[config.mk]
export PLATFORM = sky130hd
export DESIGN_NAME = data_mem_arbiter
export DESIGN_NICKNAME = d
export VERILOG_FILES = /design/src/rtl/data_mem_arbiter.sv
export SDC_FILE = /design/constraint.sdc
export NUM_CORES = 1
export LEC_CHECK = 0
export BUFFER_PORTS_ARGS = -buffer_cell sky130_fd_sc_hd__buf_4
export CELL_PAD_IN_SITES_DETAIL_PLACEMENT = 1
export CELL_PAD_IN_SITES_GLOBAL_PLACEMENT = 1
export CORE_MARGIN = 4
export CORE_UTILIZATION = 33
export CTS_BUF_LIST = sky130_fd_sc_hd__clkbuf_16
export CTS_CLUSTER_SIZE = 16
export DETAILED_ROUTE_END_ITERATION = 8
export PLACE_DENSITY = 0.86
export SLEW_MARGIN = 20
export SYNTH_ARGS = -nofsm -noshare
export SYNTH_HDL_FRONTEND = slang
export SYNTH_SLANG_ARGS = --single-unit
[constraint.sdc]
create_clock -name clk -period 4.2 [get_ports clk]
set_input_delay 0.21 -clock clk [delete_from_list [all_inputs] [get_ports clk]]
set_output_delay 0.21 -clock clk [all_outputs]
set_load 0.01 [all_outputs]
[src/rtl/data_mem_arbiter.sv]
// Two-port round-robin arbiter/sequencer in front of a single-port synchronous data memory.
// Each granted op runs IDLE -> ACCESS -> RESP (or IDLE -> RESP when out of range).
module data_mem_arbiter #(
   parameter int unsigned ADDR_W = 32,
   parameter int unsigned DATA_W = 32,
   parameter int unsigned DEPTH  = 8
) (
   input  logic              clk,
   input  logic              reset,
   input  logic              p0_req,
   input  logic              p0_we,
   input  logic [ADDR_W-1:0] p0_addr,
   input  logic [DATA_W-1:0] p0_wdata,
   output logic              p0_ack,
   output logic              p0_err,
   output logic [DATA_W-1:0] p0_rdata,
   input  logic              p1_req,
   input  logic              p1_we,
   input  logic [ADDR_W-1:0] p1_addr,
   input  logic [DATA_W-1:0] p1_wdata,
   output logic              p1_ack,
   output logic              p1_err,
   output logic [DATA_W-1:0] p1_rdata,
   output logic              busy,
   output logic [ADDR_W-1:0] mem_address,
   output logic [DATA_W-1:0] mem_write_data,
   output logic              mem_read,
   output logic              mem_write,
   input  logic [DATA_W-1:0] mem_read_data
);

   typedef enum logic [1:0] {StIdle, StAccess, StResp} state_e;

   state_e            state_q, state_d;
   logic              owner_q, owner_d;
   logic              we_q, we_d;
   logic              err_q, err_d;
   logic              last_q, last_d;
   logic [ADDR_W-1:0] addr_q, addr_d;
   logic [DATA_W-1:0] wdata_q, wdata_d;
   logic [DATA_W-1:0] rdata0_q, rdata0_d;
   logic [DATA_W-1:0] rdata1_q, rdata1_d;

   logic              sel;
   logic [ADDR_W-1:0] sel_addr;
   logic [DATA_W-1:0] resp_data;
   logic              resp;

   // Memory read data is only valid during RESP, so it is forwarded then and held afterwards.
   assign resp_data = err_q ? '0 : mem_read_data;

   always_comb begin
      state_d  = state_q;
      owner_d  = owner_q;
      we_d     = we_q;
      err_d    = err_q;
      last_d   = last_q;
      addr_d   = addr_q;
      wdata_d  = wdata_q;
      rdata0_d = rdata0_q;
      rdata1_d = rdata1_q;
      sel      = 1'b0;
      sel_addr = '0;
      case (state_q)
         StIdle: begin
            if (p0_req || p1_req) begin
               sel      = (p0_req && p1_req) ? ~last_q : p1_req;
               sel_addr = sel ? p1_addr : p0_addr;
               owner_d  = sel;
               we_d     = sel ? p1_we : p0_we;
               addr_d   = sel_addr;
               wdata_d  = sel ? p1_wdata : p0_wdata;
               // Full-width compare: high address bits must never alias into range.
               err_d    = !(sel_addr < ADDR_W'(DEPTH));
               state_d  = err_d ? StResp : StAccess;
            end
         end
         StAccess: state_d = StResp;
         StResp: begin
            last_d  = owner_q;
            state_d = StIdle;
            if (owner_q) rdata1_d = resp_data;
            else         rdata0_d = resp_data;
         end
         default: state_d = StIdle;
      endcase
   end

   always_ff @(posedge clk or posedge reset) begin
      if (reset) begin
         state_q  <= StIdle;
         owner_q  <= 1'b0;
         we_q     <= 1'b0;
         err_q    <= 1'b0;
         last_q   <= 1'b1;
         addr_q   <= '0;
         wdata_q  <= '0;
         rdata0_q <= '0;
         rdata1_q <= '0;
      end else begin
         state_q  <= state_d;
         owner_q  <= owner_d;
         we_q     <= we_d;
         err_q    <= err_d;
         last_q   <= last_d;
         addr_q   <= addr_d;
         wdata_q  <= wdata_d;
         rdata0_q <= rdata0_d;
         rdata1_q <= rdata1_d;
      end
   end

   assign resp           = (state_q == StResp);
   assign busy           = (state_q != StIdle);
   assign mem_address    = addr_q;
   assign mem_write_data = wdata_q;
   assign mem_read       = (state_q == StAccess) && !we_q;
   assign mem_write      = (state_q == StAccess) && we_q;
   assign p0_ack         = resp && !owner_q;
   assign p1_ack         = resp && owner_q;
   assign p0_err         = p0_ack && err_q;
   assign p1_err         = p1_ack && err_q;
   assign p0_rdata       = p0_ack ? resp_data : rdata0_q;
   assign p1_rdata       = p1_ack ? resp_data : rdata1_q;

endmodule

* Word level (Yosys, flattened, before mapping)
Index checks and enable logic that the tools add are counted.
Cells by class: multiplexer cells 10, bitwise operators 2, magnitude comparators 1, equal/unequal tests 3, reductions and logical operators 16
Operators with widths (number):
- 2-to-1 mux 32 bit | 5
- < comparator 32 x 4 -> 1 bit, second input constant | 1
- logical AND 1 bit | 7
- AND reduction 2 bit | 3
- 2-to-1 mux 2 bit | 2
- one-hot mux 2 bit (2 select lines) | 1
- logical NOT 1 bit | 3
- equality test 2 x 1 -> 1 bit, second input constant | 1
- equality test 2 bit, second input constant | 1
- logical NOT 2 bit | 1
- 2-to-1 mux 1 bit | 2
- != test 2 bit, second input constant | 1
- inverter 1 bit | 2
- nonzero test 2 bit | 1
- logical OR 1 bit | 1
Word-level totals: bits of input ports 166, flip-flop bits (word level) 134

* Depth between registers and ports, before layout
depth after elaboration 7, mapped depth 6

* Worst setup path before layout
Ideal clock, no wire load.
kind register to output, start reg state_q[0], end out p0_rdata[22], slack 2.615 ns, arrival time 1.375 ns, buffers on the path 2, data required time 3.990 ns, stages on the path, launching flop included 6, path through dfrtp_1 nand2b_1 or2_1 buf_2 clkbuf_1 o21ai_1
Between the ends: word-level cells in the longest chain between the ends 3
RTL lines:
- from (decl) | line 34 | state_e state_q, state_d;
- from (signal assigned) | line 91 | state_q <= StIdle;
- from (signal assigned) | line 101 | state_q <= state_d;
- equality test 2 bit | line 113 | assign resp = (state_q == StResp);
- logical AND 1 bit | line 119 | assign p0_ack = resp && !owner_q;
- 2-to-1 mux 32 bit | line 123 | assign p0_rdata = p0_ack ? resp_data : rdata0_q;
- to (decl) | line 16 | output logic [DATA_W-1:0] p0_rdata,
No other way between the ends.

* Worst setup path in the final report
start reg state_q[0], end out p0_rdata[17]
Same word-level chain as after synthesis.

==> metrics.md <==
| Metric | Value |
|---|---|
| Critical Path Max Stage Delay | `0.45 ns` |
| Fin Hold WS | `-0.0403 ns` |
| Global-route wire length before repair | `31900 um` |
| H-tree depth | `4` |
| Post-synth EDFFs | `0` |
| # port buffers | `300` |
| Most common cell after layout, fill and taps aside | `buf_4` |
| Status | `finished with violations` |
| Critical Path Source Type | `register` |
| Vias | `5337` |
| Yosys reg bits | `134` |
| Total CTS buffers | `17` |
| CP top delay family | `simple AND/OR/NAND/NOR gates` |
| Fin. Hold Viols | `98` |
| Final setup vio count | `0` |
| Remaining DRCs | `0` |
| Post-synth ARST share | `1.00` |
| CTS clk-pin slew, worst paths | `0.06 ns` |
| Crit path time final | `2.33 ns` |
| Max-cap violations | `0` |
| Main synth FF type | `dfrtp_1` |
| Clock buffer depth | `2` |
| Starting Density | `0.341` |
| Die Width | `140 um` |
| Mean area per synthesized cell | `9.99 sq um` |
| Cell count after placement | `1060` |
| WL/cell | `18.8 um` |
| Post-CTS setup buffers | `0` |
| Drt via density | `4.88` |
| Post-Syn Area | `5730 sq um` |
| Finished Layout Cells | `1093` |
| WP data required | `3.99 ns` |
| CTS Hold Bufs | `0` |
| GP Congestion | `0.799` |
| Post-cts sizing count | `0` |
| Worst-path cell chain | `nand2b_1 > or2_4 > o21ai_0 > buf_4` |
| Clock root buffer master | `clkbuf_16` |
| Yosys warns | `0` |
| WL final | `20500 um` |
| Leak pwr | `4.37 nW` |
| Peak fanout along the critical path | `66` |
| Worst Tran Pin Value | `0.761 ns` |
| Largest net degree at the start of global routing | `108` |
| HP Class | `input port to async pin` |
| P&R area growth vs syn | `53.8%` |
| First-pass DRT Iterations | `4` |
| Worst slew margin | `0.492` |
| Unrepaired setup endpoints after global routing | `no` |
| Initial DRC Count | `114` |
| Max Slew Vio Count | `0` |
| # IOs | `301` |
| TNS Setup | `0 ns` |
| CTS Sinks | `134` |
| Worst Skew | `0.0112 ns` |
| Critical path class | `register to primary output` |
| F_max | `0.429 GHz` |
| Crit path buffers/inverters | `1` |
| Critical Path AT | `2.12 ns` |
| Skew-Pair Late Insertion Delay | `0.41 ns` |
| Pwr/cell area | `448 nW/um^2` |
| Die height | `140 um` |
| Rows | `47` |
| Post-Syn Instances | `574` |
| DRT antenna net count | `0` |
| Worst Setup End Kind | `primary output` |
| Layout cells sized above 1 | `0.395` |
| Number of nets in the layout | `1026` |
| CTS tree | `yes` |
| Peak VDD IR | `0.000279 V` |
| Slowest cell on crit path | `dfrtp_1` |
| Fin crit share | `0.555` |
| Failing checks | `hold timing` |
| GRT overflow | `0` |
| Core area | `16800 sq um` |
| Antenna violations before repair | `0` |
| Register area share after synthesis | `0.585` |
| Vias in the first global route | `5795` |
| Most frequent cells in the layout | `305 x buf_4, 166 x nand2_1, 133 x dfrtp_1` |
| Die footprint | `19500 sq um` |
| Hpwl dp | `15400 um` |
| Mapped Nets | `740` |
| Unique masters post-synth | `31` |
| Ant. Diodes | `0` |
| Tot GR Track Use | `0.206` |
==> flip-flops by register name (all words and copies together) (netlist names) <==
name	count
last_q	1
state_q	2
mem_write_data	32
mem_address	32
owner_q	1
we_q	1
rdata0_q	32
err_q	1
rdata1_q	32
==> synth_stat cells (2+ instances only) <==
master,n,share of area
o21ai_1,36,0.031
o31a_1,2,0.0031
nor3_1,3,0.0026
buf_2,12,0.010
nor2_1,4,0.0026
nor4_1,10,0.011
buf_4,4,0.0052
mux2i_1,65,0.11
inv_1,4,0.0026
dfrtp_1,133,0.58
clkbuf_1,23,0.015
o21ai_0,94,0.082
nand2_1,166,0.11
==> logic make-up after synthesis <==
group | Yosys count | share of synthesized area
buf+inv | 44 | 0.0341
simple gates | 195 | 0.144
mux | 65 | 0.114
flops | 134 | 0.585
compound gates | 136 | 0.123
==> stage by stage <==
step / hold WS [ns] / utilization / total power, mW / setup WS, ns / instance area, sq um
CTS: 0.0510 / 0.522 / 3.99 / 1.43 / 8780
global route: 0.00610 / 0.524 / 4.14 / 1.67 / 8820
detailed placement: 0.476 / 0.484 / 2.36 / 1.78 / 8150
finish: -0.0403 / 0.524 / 3.95 / 1.87 / 8820
global placement: 0.463 / 0.484 / 2.33 / 1.90 / 8150
floorplan: 0.392 / - / 1.89 / 0.409 / 5730
==> area by class of cell <==
type / count / area, sq um
Clock buffer: 17 / 425
Clock inverter: 15 / 210
Fill cell: 1923 / 8000
Inverter: 5 / 26.3
Multi-Input combinational cell: 396 / 2210
Sequential cell: 134 / 3350
Tap cell: 220 / 275
Timing Repair Buffer: 306 / 2320
==> worst reg2reg max path, cell delays in order, from the launching register on <==
cell	delay, ns
dfrtp_1	0.45
nor2_1	0.15
o21ai_4	0.20
buf_16	0.24
buf_4	0.63
o21ai_0	0.25
==> final timing paths <==
| kind | from | end | slack, ns | cells past startpoint |
|---|---|---|---|---|
| setup / recovery | state_q[0] | p0_rdata[17] | 1.87 | 4 |
| hold / removal | reset | mem_write_data[4] | -0.04 | 2 |
| setup reg to reg | state_q[0] | mem_address[5] | 2.13 | 5 |
| hold reg to reg | mem_write_data[8] | mem_write_data[8] | 0.49 | 2 |
| max in group asynchronous | reset | rdata1_q[12] | 3.34 | 3 |
| min in group clk | p0_wdata[21] | mem_write_data[21] | 0.06 | 3 |
==> where the power goes <==
part           total, mW  switching (mW)  internal, mW
Sequential          1.52          0.0890          1.43
Combinational      0.812           0.425         0.387
Clock               1.62           0.573          1.05
==> routing by layer <==
| layer | GRT usage | wire length, um |
|---|---|---|
| met2 | 0.356 | 10500 |
| met5 | 0 | 0 |
| met1 | 0.235 | 7770 |
| met4 | 0.0709 | 431 |
| met3 | 0.0762 | 1830 |
(Power assumes the default switching activity.)
